`src/rtl/key_cmd_pkg.sv`:
```
// Shared command encoding, key bit positions and repeat FSM states for key_command_decoder.
package key_cmd_pkg;

    localparam int unsigned CMD_W = 3;

    typedef enum logic [CMD_W-1:0] {
        CMD_UP      = 3'd0,
        CMD_DOWN    = 3'd1,
        CMD_LEFT    = 3'd2,
        CMD_RIGHT   = 3'd3,
        CMD_RESTART = 3'd4
    } cmd_e;

    localparam int unsigned KEY_UP      = 0;
    localparam int unsigned KEY_DOWN    = 1;
    localparam int unsigned KEY_LEFT    = 2;
    localparam int unsigned KEY_RIGHT   = 3;
    localparam int unsigned KEY_RESTART = 4;

    typedef enum logic [1:0] {
        RPT_IDLE,
        RPT_DELAY,
        RPT_REPEAT
    } rpt_state_e;

endpackage

```
`src/rtl/cmd_fifo.sv`:
```
// Synchronous command FIFO with flush; a flush with a coincident push leaves that push as the sole entry.
module cmd_fifo
    import key_cmd_pkg::*;
#(
    parameter int unsigned DEPTH = 4,
    parameter int unsigned W     = CMD_W
) (
    input  logic                     clk,
    input  logic                     rst,
    input  logic                     push,
    input  logic                     pop,
    input  logic                     flush,
    input  logic [W-1:0]             din,
    output logic [W-1:0]             dout,
    output logic                     full,
    output logic                     empty,
    output logic [$clog2(DEPTH):0]   count
);

    localparam int unsigned AW = $clog2(DEPTH);

    logic [W-1:0]  mem [DEPTH];
    logic [AW-1:0] rd_ptr;
    logic [AW-1:0] wr_ptr;
    logic [AW:0]   cnt;
    logic          pop_eff;
    logic          push_eff;

    assign empty    = (cnt == '0);
    assign full     = (cnt == (AW+1)'(DEPTH));
    assign pop_eff  = pop & ~empty;
    // A full FIFO still accepts a push when the same cycle frees a slot.
    assign push_eff = push & (~full | pop_eff);
    assign count    = cnt;
    assign dout     = empty ? '0 : mem[rd_ptr];

    always_ff @(posedge clk or negedge rst) begin
        if (!rst) begin
            rd_ptr <= '0;
            wr_ptr <= '0;
            cnt    <= '0;
            for (int unsigned i = 0; i < DEPTH; i++) begin
                mem[i] <= '0;
            end
        end else if (flush) begin
            rd_ptr <= '0;
            if (push) begin
                mem[0] <= din;
                wr_ptr <= AW'(1);
                cnt    <= (AW+1)'(1);
            end else begin
                wr_ptr <= '0;
                cnt    <= '0;
            end
        end else begin
            if (push_eff) begin
                mem[wr_ptr] <= din;
                wr_ptr      <= wr_ptr + AW'(1);
            end
            if (pop_eff) begin
                rd_ptr <= rd_ptr + AW'(1);
            end
            cnt <= cnt + (AW+1)'(push_eff) - (AW+1)'(pop_eff);
        end
    end

endmodule

```
`src/rtl/key_command_decoder.sv`:
```
// Debounced key levels -> prioritised, queued game commands behind a valid/ready handshake.
// Optional auto-repeat of held direction keys is enabled by defining KEY_AUTOREPEAT_EN.
module key_command_decoder
    import key_cmd_pkg::*;
#(
    parameter int unsigned NKEYS         = 18,
    parameter int unsigned FIFO_DEPTH    = 4,
    parameter logic [23:0] REPEAT_DELAY  = 24'd12_500_000,
    parameter logic [23:0] REPEAT_PERIOD = 24'd5_000_000
) (
    input  logic                          clk,
    input  logic                          rst,
    input  logic [NKEYS-1:0]              key_in,
    input  logic                          cmd_ready,
    output logic                          cmd_valid,
    output logic [CMD_W-1:0]              cmd,
    output logic [$clog2(FIFO_DEPTH):0]   cmd_count,
    output logic                          overflow
);

    logic [NKEYS-1:0] s1;
    logic [NKEYS-1:0] s2;
    logic [NKEYS-1:0] s3;
    logic [4:0]       press;
    logic             edge_push;
    logic             restart;
    cmd_e             edge_cmd;
    logic             push;
    cmd_e             push_cmd;
    logic             pop;
    logic             full;
    logic             empty;
    logic             unused_bits;

    always_ff @(posedge clk or negedge rst) begin
        if (!rst) begin
            s1 <= '1;
            s2 <= '1;
            s3 <= '1;
        end else begin
            s1 <= key_in;
            s2 <= s1;
            s3 <= s2;
        end
    end

    // Keys are active-low: a press is a released->pressed step between history and current.
    assign press       = s3[4:0] & ~s2[4:0];
    assign unused_bits = ^s3;

    always_comb begin
        edge_push = 1'b0;
        restart   = 1'b0;
        edge_cmd  = CMD_UP;
        if (press[KEY_RESTART]) begin
            edge_push = 1'b1;
            restart   = 1'b1;
            edge_cmd  = CMD_RESTART;
        end else if (press[KEY_UP]) begin
            edge_push = 1'b1;
            edge_cmd  = CMD_UP;
        end else if (press[KEY_DOWN]) begin
            edge_push = 1'b1;
            edge_cmd  = CMD_DOWN;
        end else if (press[KEY_LEFT]) begin
            edge_push = 1'b1;
            edge_cmd  = CMD_LEFT;
        end else if (press[KEY_RIGHT]) begin
            edge_push = 1'b1;
            edge_cmd  = CMD_RIGHT;
        end
    end

`ifdef KEY_AUTOREPEAT_EN
    rpt_state_e  rpt_state;
    cmd_e        rpt_cmd;
    logic [23:0] rpt_cnt;
    logic [3:0]  dir_held;
    logic        rpt_held;
    logic        rpt_push;

    assign dir_held = ~s2[3:0];
    assign rpt_held = dir_held[rpt_cmd[1:0]];
    // Fires on the edge where the count reaches zero; any press edge this cycle wins instead.
    assign rpt_push = (rpt_state != RPT_IDLE) && rpt_held && (rpt_cnt <= 24'd1) && !edge_push;

    always_ff @(posedge clk or negedge rst) begin
        if (!rst) begin
            rpt_state <= RPT_IDLE;
            rpt_cmd   <= CMD_UP;
            rpt_cnt   <= '0;
        end else if (edge_push) begin
            if (restart) begin
                rpt_state <= RPT_IDLE;
                rpt_cnt   <= '0;
            end else begin
                rpt_state <= RPT_DELAY;
                rpt_cmd   <= edge_cmd;
                rpt_cnt   <= REPEAT_DELAY;
            end
        end else if (rpt_state != RPT_IDLE) begin
            if (!rpt_held) begin
                rpt_state <= RPT_IDLE;
                rpt_cnt   <= '0;
            end else if (rpt_cnt <= 24'd1) begin
                rpt_state <= RPT_REPEAT;
                rpt_cnt   <= REPEAT_PERIOD;
            end else begin
                rpt_cnt <= rpt_cnt - 24'd1;
            end
        end
    end

    assign push     = edge_push | rpt_push;
    assign push_cmd = edge_push ? edge_cmd : rpt_cmd;
`else
    localparam logic [47:0] unused_rpt = {REPEAT_DELAY, REPEAT_PERIOD};

    assign push     = edge_push;
    assign push_cmd = edge_cmd;
`endif

    assign cmd_valid = ~empty;
    assign pop       = cmd_valid & cmd_ready;

    always_ff @(posedge clk or negedge rst) begin
        if (!rst) begin
            overflow <= 1'b0;
        end else if (restart) begin
            overflow <= 1'b0;
        end else if (push && full && !pop) begin
            overflow <= 1'b1;
        end
    end

    cmd_fifo #(
        .DEPTH (FIFO_DEPTH),
        .W     (CMD_W)
    ) u_fifo (
        .clk   (clk),
        .rst   (rst),
        .push  (push),
        .pop   (pop),
        .flush (restart),
        .din   (push_cmd),
        .dout  (cmd),
        .full  (full),
        .empty (empty),
        .count (cmd_count)
    );

endmodule

```
`config.mk`:
```
export PLATFORM = sky130hd
export DESIGN_NAME = key_command_decoder
export DESIGN_NICKNAME = d
export VERILOG_FILES = /design/src/rtl/key_cmd_pkg.sv /design/src/rtl/cmd_fifo.sv /design/src/rtl/key_command_decoder.sv
export SDC_FILE = /design/constraint.sdc
export NUM_CORES = 1
export LEC_CHECK = 0
export ABC_AREA = 1
export CAP_MARGIN = 5
export CORE_MARGIN = 3
export CORE_UTILIZATION = 40
export CTS_BUF_LIST = sky130_fd_sc_hd__clkbuf_4
export DETAILED_ROUTE_END_ITERATION = 8
export PLACE_DENSITY_LB_ADDON = 0.08
export SLEW_MARGIN = 20
export SYNTH_ARGS = -nofsm -noshare
export SYNTH_HDL_FRONTEND = slang
export SYNTH_SLANG_ARGS = --single-unit
```
`constraint.sdc`:
```
create_clock -name clk -period 1.9 [get_ports clk]
set_input_delay 0.19 -clock clk [delete_from_list [all_inputs] [get_ports clk]]
set_output_delay 0.19 -clock clk [all_outputs]
set_load 0.01 [all_outputs]
```
==> flow_metrics.tcl, run 1 <==
set metrics [dict create \
    status "finished, final reports clean" \
    syn_avg_cell_area_um2 9.88 \
    instances_no_fill 252 \
    syn_nets 189 \
    row_count 22 \
    antennaDiodeCount 0 \
    cts_root_buf "clkbuf_4" \
    skew_ns 0.0103 \
    synth_seq_area_share_pct 56.3 \
    max-cap-violations 0 \
    numCtsBuffers 5 \
    fmaxAchievable_mhz 534 \
    cts.clk_slew.worst_paths_ns 0.10 \
    nFillCells 359 \
    path_class "register to register" \
    fin_setup_tns_ns 0 \
    wirelength_um 2760 \
    area_growth_pct 30.1 \
    fp.dieW_um 69.1 \
    drtIter0Drc 26 \
    hold_ws_ns 0.256 \
    required_ns 2.12 \
    p_per_area_nw_per_um2 1300 \
    syn_area_um2 1590 \
    hpwl_um 2020 \
    crit_start "u_fifo.count[2]" \
    r2r_start "u_fifo.count[2]" \
    die_area_um2 4770 \
    finalMaxSlewViolations 0 \
    r2r_setup_slack_ns 0.03 \
    finish.instance_area_um2 2070 \
    relSlewSlack_pct 72.0 \
    finalCriticalPeriod_ns 1.87 \
    grt_usage_pct 12.6 \
    num_vias 1127 \
    hold_path.class "input pin to async pin" \
    grt_pass1_vias 1091 \
    syn_inst 161 \
    crit_fanout 2 \
    portBuffers 15 \
    num_io_pins 29 \
    routed_via_density 4.47 \
    worstSkewPairLatency_ns 0.33 \
    clk_path_buf_depth 2 \
    grt-ovfl-total 0 \
    start_util_pct 42.5 \
    clkSinkCount 35 \
    antenna_found_initial 0 \
    h-tree-depth 2 \
    die-height_um 69.1 \
    firstDrtPassIters 4 \
    worst_pin_slew_ns 0.420 \
    drc 0 \
    leakagePower_nw 1.01 \
    place_congestion 0.699 \
    grt_max_degree 36 \
    layout_setup_ws_ns 0.0272 \
    finalCritPeriodShare_pct 98.6 \
    final_common_cell "nand2_1" \
    final_util_pct 55.2 \
    wl_per_cell_um 10.9 \
    setup_viol 0 \
    dpl.cell_count 236 \
    nNetsFinal 231 \
    grt_pass1_wl_um 4820 \
    final_cell_mix "27 x nand2_1, 21 x buf_4, 20 x nor2_1, 17 x dfrtp_1" \
    ir_drop_v 0.000566 \
    synth_warnings 0 \
    cts_tree "built" \
    power_mw 2.68 \
    worstPathArrival_ns 2.09 \
    yosysUniqueCellTypes 23 \
    drive_above_1_share_pct 37.3 \
    pre_cts_slack_ns -0.0610 \
    endpoint_kind "register" \
    hold_viol 0 \
    ant_nets 0 \
    cp-start-kind "register" \
    core_um2 3740 \
    yosys_register_bits 35 \
    rsz0062_at_grt "true" \
    placed_area_um2 1920 \
    cts_hold_buf 0 \
]
## synth_stat cells (all sizes together)
cell   number  area (um2)
nand2      35         146
inv        25        93.8
nor2       24        97.6
dfrtp      20         500
dfstp      15         394
o21ai      15        75.1
nand3       8        52.6
ha          6        75.1
a21oi       3        15.0
nand4       3        63.8
buf         2        16.3
fa          1        20.0
nor3        1        16.3
or2         1        6.26
xnor2       1        8.76
xor2        1        8.76
## cells by family (layout without fill, tap and decap cells)
group                      Yosys count  count (layout)  share of synthesized area [%]
and+or+nand+nor                     72              72                           24.1
DFF                                 35              35                           56.3
buffers and inverters               27              70                           6.92
AOI/OAI and AO/OA                   18              18                           5.66
adders and majority gates            7               7                           5.98
xor gates and xnor gates             2               2                           1.10
## critical path, stage by stage (launching register included)
cell and delay (ns):
dfrtp_2 0.43, nor3_4 0.21, inv_2 0.07, nand2_4 0.07
inv_4 0.04, ha_4 0.20, inv_2 0.06, ha_4 0.11
inv_2 0.03, fa_2 0.50, nor2_1 0.04
## report_power, final
part	total, mW	internal, mW	switching (mW)	leakage, nW
logic	1.23	0.619	0.608	0.564
clock network	0.377	0.151	0.226	0.0307
registers	1.08	0.939	0.139	0.412
total	2.68	1.71	0.973	1.01
## routing by layer
layer | up-vias | share of wire, % | track usage, % | wire length, um
met3 | 5 | 3.8 | 3.94 | 104
met5 | - | 0 | 0 | 0
met4 | 0 | 1.5 | 5.86 | 42
met2 | 16 | 48 | 19.6 | 1320
li1 | 585 | - | - | -
met1 | 521 | 47 | 15.9 | 1290
## what timing repair did
item / 4_1_cts / 5_1_grt
setup buffers: 4 / 4
gates resized for setup: 7 / 6
endpoints found under the setup margin: 4 / 4
pin swaps: 4 / 2
## final cells by class
| cell class | instances | area [um2] | share of cell area [%] |
|---|---|---|---|
| Multi-Input combinational cell | 99 | 631 | 30.5 |
| Clock buffer | 6 | 45.0 | 2.18 |
| Inverter | 25 | 96.3 | 4.66 |
| Tap cell | 48 | 60.1 | 2.90 |
| Timing Repair Buffer | 37 | 330 | 16.0 |
| Clock inverter | 2 | 7.51 | 0.363 |
| Sequential cell | 35 | 898 | 43.4 |
## worst paths after layout
| check | end | depth (start not counted) |
|---|---|---|
| setup / recovery | u_fifo.count[1] | 10 |
| hold / removal | u_fifo.mem[1] | 2 |
| setup reg to reg | u_fifo.count[1] | 10 |
| hold reg to reg | s2[3] | 0 |
| max in group asynchronous | s3[4] | 2 |
| min in group clk | s1[0] | 1 |
## sequential cells by signal, indices dropped and copies added, names as in the netlist
| signal | count |
|---|---|
| overflow | 1 |
| s1 | 5 |
| s2 | 5 |
| s3 | 5 |
| u_fifo.count | 3 |
| u_fifo.mem | 12 |
| u_fifo.rd_ptr | 2 |
| u_fifo.wr_ptr | 2 |
Note: power is estimated with default switching activity, not from simulation.
==> inputs of run 2 (changes only) <==
Settings changed: CORE_MARGIN 3 to unset, CTS_BUF_LIST sky130_fd_sc_hd__clkbuf_4 to sky130_fd_sc_hd__clkbuf_4 sky130_fd_sc_hd__clkbuf_8.
==> run 2 against run 1 <==
Largest cell class unchanged. Register-to-register slack hardly changed. Clock skew is 0.0045 ns lower. Global-route usage is 3.4 points higher. Worst setup slack hardly changed. Total power is 4.4% higher. Combinational power hardly changed. Clock power is 33% higher.
==> flow_metrics.tcl, run 2 (synthesis results as in run 1) <==
set metrics [dict create \
    ir_drop_v 0.000564 \
    required_ns 2.07 \
    hold_viol 0 \
    regMostFlops "u_fifo.mem" \
    layout_setup_ws_ns 0.0275 \
    cts_tree "built" \
    final_util_pct 56.1 \
    hold_path.class "input pin to async pin" \
    seqCellArea_um2 898 \
    nFillCells 351 \
    seq_power_share_pct 38.5 \
    start_util_pct 42.5 \
    hpwl_um 2020 \
    endpoint_kind "register" \
    drc 0 \
    finalCriticalPeriod_ns 1.87 \
    multi_input_area_um2 631 \
    setup_viol 0 \
    clkSinkCount 35 \
    wl_met3_um 128 \
    h-tree-depth 2 \
    p_per_area_nw_per_um2 1330 \
    row_count 22 \
    worst_pin_slew_ns 0.437 \
    drtIter0Drc 53 \
    status "finished, final reports clean" \
    drive_above_1_share_pct 38.5 \
    largest_reg_flops 12 \
    antenna_found_initial 0 \
    relSlewSlack_pct 70.9 \
    skew_ns 0.00578 \
    grt_usage_pct 16.0 \
    wl_per_cell_um 11.0 \
    finish.instance_area_um2 2100 \
    fin_setup_tns_ns 0 \
    portBuffers 15 \
    placed_area_um2 1920 \
    switching_power_uw 991 \
    fp.dieW_um 65.1 \
    cts_root_buf "clkbuf_8" \
    cts.clk_slew.worst_paths_ns 0.07 \
    cts_hold_buf 0 \
    drt-met1-wl_um 1280 \
    max-cap-violations 0 \
    grt_pass1_vias 1108 \
    sw_frac_of_total_pct 35.4 \
    cp-start-kind "register" \
    worstPathArrival_ns 2.04 \
    grt_max_degree 36 \
    nNetsFinal 232 \
    routed.top_layer "met4" \
    core_um2 3740 \
    final_common_cell "nand2_1" \
    clk_path_buf_depth 2 \
    die_area_um2 4230 \
    power_frac_comb_pct 43.6 \
    clkPwrFrac_pct 17.9 \
    die-height_um 65.1 \
    worstSkewPairLatency_ns 0.28 \
    leakagePower_nw 1.04 \
    finalCritPeriodShare_pct 98.6 \
    wirelength_um 2770 \
    finalMaxSlewViolations 0 \
    fmaxAchievable_mhz 534 \
    p_int_mw 1.81 \
    crit_fanout 2 \
    numCtsBuffers 5 \
    area_growth_pct 32.0 \
    ant_nets 0 \
    hold_ws_ns 0.305 \
    antennaDiodeCount 0 \
    grt_pass1_wl_um 5000 \
    place_congestion 0.737 \
    firstDrtPassIters 4 \
    rsz0062_at_grt "true" \
    grt-ovfl-total 0 \
    pre_cts_slack_ns -0.0792 \
    route.met2.wl_um 1340 \
    num_vias 1124 \
    final_cell_mix "27 x nand2_1, 23 x buf_4, 20 x nor2_1, 17 x dfrtp_1" \
    num_io_pins 29 \
    routed_via_density 4.44 \
    path_class "register to register" \
]
run 2: cell types whose count changed in the layout (fill, tap and decap cells not counted):
cell | before | now
clkinv_2 | 0 | 3
clkinv_1 | 2 | 0
dlygate4sd2_1 | 2 | 0
buf_12 | 1 | 0
clkdlybuf4s50_1 | 11 | 12
clkbuf_8 | 0 | 5
dlymetal6s2s_1 | 2 | 3
clkbuf_4 | 6 | 0
buf_4 | 21 | 23
run 2: power groups by stage:
stage / sequential (mW) / clock, mW / combinational, mW
after floorplan: 1.10 / 0 / 0.709
after global placement: 1.08 / 0 / 1.15
after detailed placement: 1.09 / 0 / 1.18
after CTS: 1.09 / 0.528 / 1.21
after global routing: 1.10 / 0.555 / 1.39
final: 1.08 / 0.501 / 1.22
run 2: worst paths after layout:
| kind | startpoint | to | slack, ns | cells after the start |
|---|---|---|---|---|
| setup / recovery | u_fifo.count[2] | u_fifo.count[1] | 0.03 | 10 |
| setup reg to reg | u_fifo.count[2] | u_fifo.count[1] | 0.03 | 10 |
| min in group clk | key_in[4] | s1[4] | 0.31 | 1 |
| hold / removal | rst | u_fifo.mem[5] | 0.30 | 2 |
| hold reg to reg | s1[3] | s2[3] | 0.35 | 0 |
| max in group asynchronous | rst | s1[0] | 1.24 | 2 |
run 2: final cells by class:
type | instances | share of cell area (%)
Tap cell | 48 | 2.86
Timing Repair Buffer | 38 | 15.7
Multi-Input combinational cell | 99 | 30.0
Sequential cell | 35 | 42.8
Clock buffer | 5 | 3.28
Clock inverter | 3 | 0.715
Inverter | 25 | 4.59
run 2: metrics by stage:
step	instances	power [mW]
detailed placement	236	2.27
global route	253	3.05
CTS	250	2.83
finish	253	2.80
global placement	236	2.23
floorplan	161	1.80
run 2: layer usage:
metal  track usage (%)  vias to the layer above
met5                 0                        -
met4              6.52                        0
met3              5.28                        4
met2              25.4                       19
met1              19.8                      518
li1                  -                      583
run 2: critical path: stages, from the launching register on:
cell     delay (ns)
dfrtp_2        0.42
nor3_4         0.20
inv_2          0.07
nand2_4        0.08
inv_4          0.04
ha_4           0.20
inv_2          0.06
ha_4           0.11
inv_2          0.03
fa_2           0.51
nor2_1         0.04
run 2: what timing repair did:
action                                  4_1_cts  5_1_grt
setup buffers                                 6        3
gates resized for setup                       4        8
endpoints found under the setup margin        4        5
pin swaps                                     4        4
==> inputs of run 3 (changes only) <==
Settings changed: GPL_TIMING_DRIVEN set to 0.
==> run 3 against run 2 <==
Critical path depth unchanged. Die area unchanged. Sequential cell count unchanged. Clock power increased by 12%. Combinational power decreased by 5%. Largest cell class unchanged.
==> flow_metrics.tcl, run 3 (synthesis results as in run 1) <==
set metrics [dict create \
    hpwl_um 2030 \
    reg2reg_to "u_fifo.count[1]" \
    rsz0062_at_grt "true" \
    layout_setup_ws_ns 0.0181 \
    cp-start-kind "register" \
    worst_pin_slew_ns 0.454 \
    cpMostUsedCell "inv_2" \
    finalCriticalPeriod_ns 1.88 \
    seqCellArea_um2 898 \
    crit_fanout 4 \
    routed_via_density 4.56 \
    leakagePower_nw 1.01 \
    grt_usage_pct 16.5 \
    row_count 22 \
    path_cells "nor3_4 > inv_2 > nand2_4 > inv_4 > ha_4 > inv_2 > ha_4 > inv_2 > fa_2 > nor2_1" \
    max-cap-violations 0 \
    place_congestion 0.724 \
    finalMaxSlewViolations 0 \
    final_cell_mix "27 x nand2_1, 20 x nor2_1, 17 x dfrtp_1, 15 x inv_1, 15 x dfstp_2" \
    portBuffers 15 \
    fmaxAchievable_mhz 531 \
    status "finished, final reports clean" \
    num_vias 1118 \
    ir_drop_v 0.000597 \
    worstSkewPairLatency_ns 0.29 \
    largest_reg_flops 12 \
    final_common_cell "nand2_1" \
    grt_max_degree 20 \
    wirelength_um 2860 \
    grt_pass1_wl_um 5170 \
    pre_cts_slack_ns -0.147 \
    grt-ovfl-total 0 \
    worstPathArrival_ns 2.05 \
    switching_power_mw 1.01 \
    cts_tree "built" \
    firstDrtPassIters 4 \
    ff2ff_path_depth 10 \
    h-tree-depth 2 \
    ant_nets 0 \
    clkSinkCount 35 \
    drc 0 \
    p_int_mw 1.80 \
    num_io_pins 29 \
    skew_ns 0.00883 \
    path_depth 10 \
    die-height_um 65.1 \
    p_per_area_nw_per_um2 1350 \
    finalCritPeriodShare_pct 99.0 \
    clkPwrFrac_pct 20.0 \
    start_util_pct 42.5 \
    multi_input_area_um2 631 \
    antennaDiodeCount 0 \
    grt_pass1_vias 1154 \
    hold_ws_ns 0.305 \
    slowest_stage "fa_2" \
    critPathTopFamily "adder cells" \
    finish.instance_area_um2 2070 \
    required_ns 2.07 \
    seq_power_share_pct 38.6 \
    clk_path_buf_depth 2 \
    drive_above_1_share_pct 36.0 \
    relSlewSlack_pct 69.7 \
    nNetsFinal 224 \
    power_mw 2.81 \
    endpoint_kind "register" \
    hold_path.class "input pin to register" \
    sw_frac_of_total_pct 36.0 \
    crit_start "u_fifo.count[0]" \
    setup_viol 0 \
    wl_per_cell_um 11.7 \
    drtIter0Drc 72 \
    critPathBufInv 4 \
    core_um2 3740 \
    numCtsBuffers 5 \
    regMostFlops "u_fifo.mem" \
    fp.dieW_um 65.1 \
    die_area_um2 4230 \
    antenna_found_initial 0 \
    power_frac_comb_pct 41.4 \
    hold_viol 0 \
    nFillCells 355 \
    cp-endpoint "u_fifo.count[1]" \
    r2r_start "u_fifo.count[0]" \
    max_stage_delay_ns 0.51 \
    placed_area_um2 1850 \
    path_class "register to register" \
    area_growth_pct 30.4 \
    cts_root_buf "clkbuf_8" \
    r2r_setup_slack_ns 0.02 \
    cts.clk_slew.worst_paths_ns 0.07 \
]
[run 3: repair_timing]
item / 4_1_cts / 5_1_grt
hold buffers: 1 / 0
pin swaps: 4 / 1
setup buffers: 8 / 3
setup endpoints to repair: 5 / 4
hold endpoints to repair: 3 / 0
resized for setup: 11 / 3
[run 3: worst min path at each step]
stage / from / slack, ns / endpoint / cells past startpoint
2_1_floorplan: rst / -0.11 / overflow / 0
3_3_place_gp: s1[1] / 0.35 / s2[1] / 0
3_5_place_dp: rst / 0.17 / u_fifo.wr_ptr[0] / 1
4_1_cts: key_in[1] / 0.30 / s1[1] / 1
5_1_grt: key_in[4] / 0.30 / s1[4] / 1
6_report: key_in[4] / 0.30 / s1[4] / 1
[run 3: power groups by stage]
stage               clock network, mW  logic, mW  registers (mW)
floorplan                           0      0.709            1.10
finish                          0.560       1.16            1.08
global route                    0.623       1.33            1.11
detailed placement                  0       1.08            1.11
global placement                    0       1.04            1.10
CTS                             0.580       1.17            1.08
[run 3: metrics by stage]
step | cells | util [%] | TNS [ns]
finish | 245 | 55.4 | 0
global route | 245 | 55.4 | -0.117
CTS | 242 | 54.6 | 0
detailed placement | 225 | 49.5 | -0.244
global placement | 224 | 48.9 | -1.28
floorplan | 161 | - | -0.0747
[run 3: final cells by class]
class                           count  share of cell area, %
Sequential cell                    35                   43.3
Multi-Input combinational cell     99                   30.4
Timing Repair Buffer               28                   13.0
Inverter                           25                   4.76
Clock buffer                        6                   3.98
Tap cell                           48                   2.90
Buffer                              2                  0.905
Clock inverter                      2                  0.784
[run 3: metal layers]
layer  vias to the layer above  share of wire [%]  routed length [um]  track usage (%)
li1                        572                  -                   -                -
met1                       528                 45                1290             20.9
met2                        14                 51                1450             26.2
met3                         4                3.5                 101             5.46
met4                         0               0.94                  27             5.71
met5                         -                  0                   0                0
[run 3: worst reg2reg max path: cells and delay by family (launching register included)]
family | cells | cell delay (ns)
flip-flops | 1 | 0.44
buffers and inverters | 4 | 0.20
adder cells (fa/ha/maj) | 3 | 0.82
AND/OR/NAND/NOR | 3 | 0.30
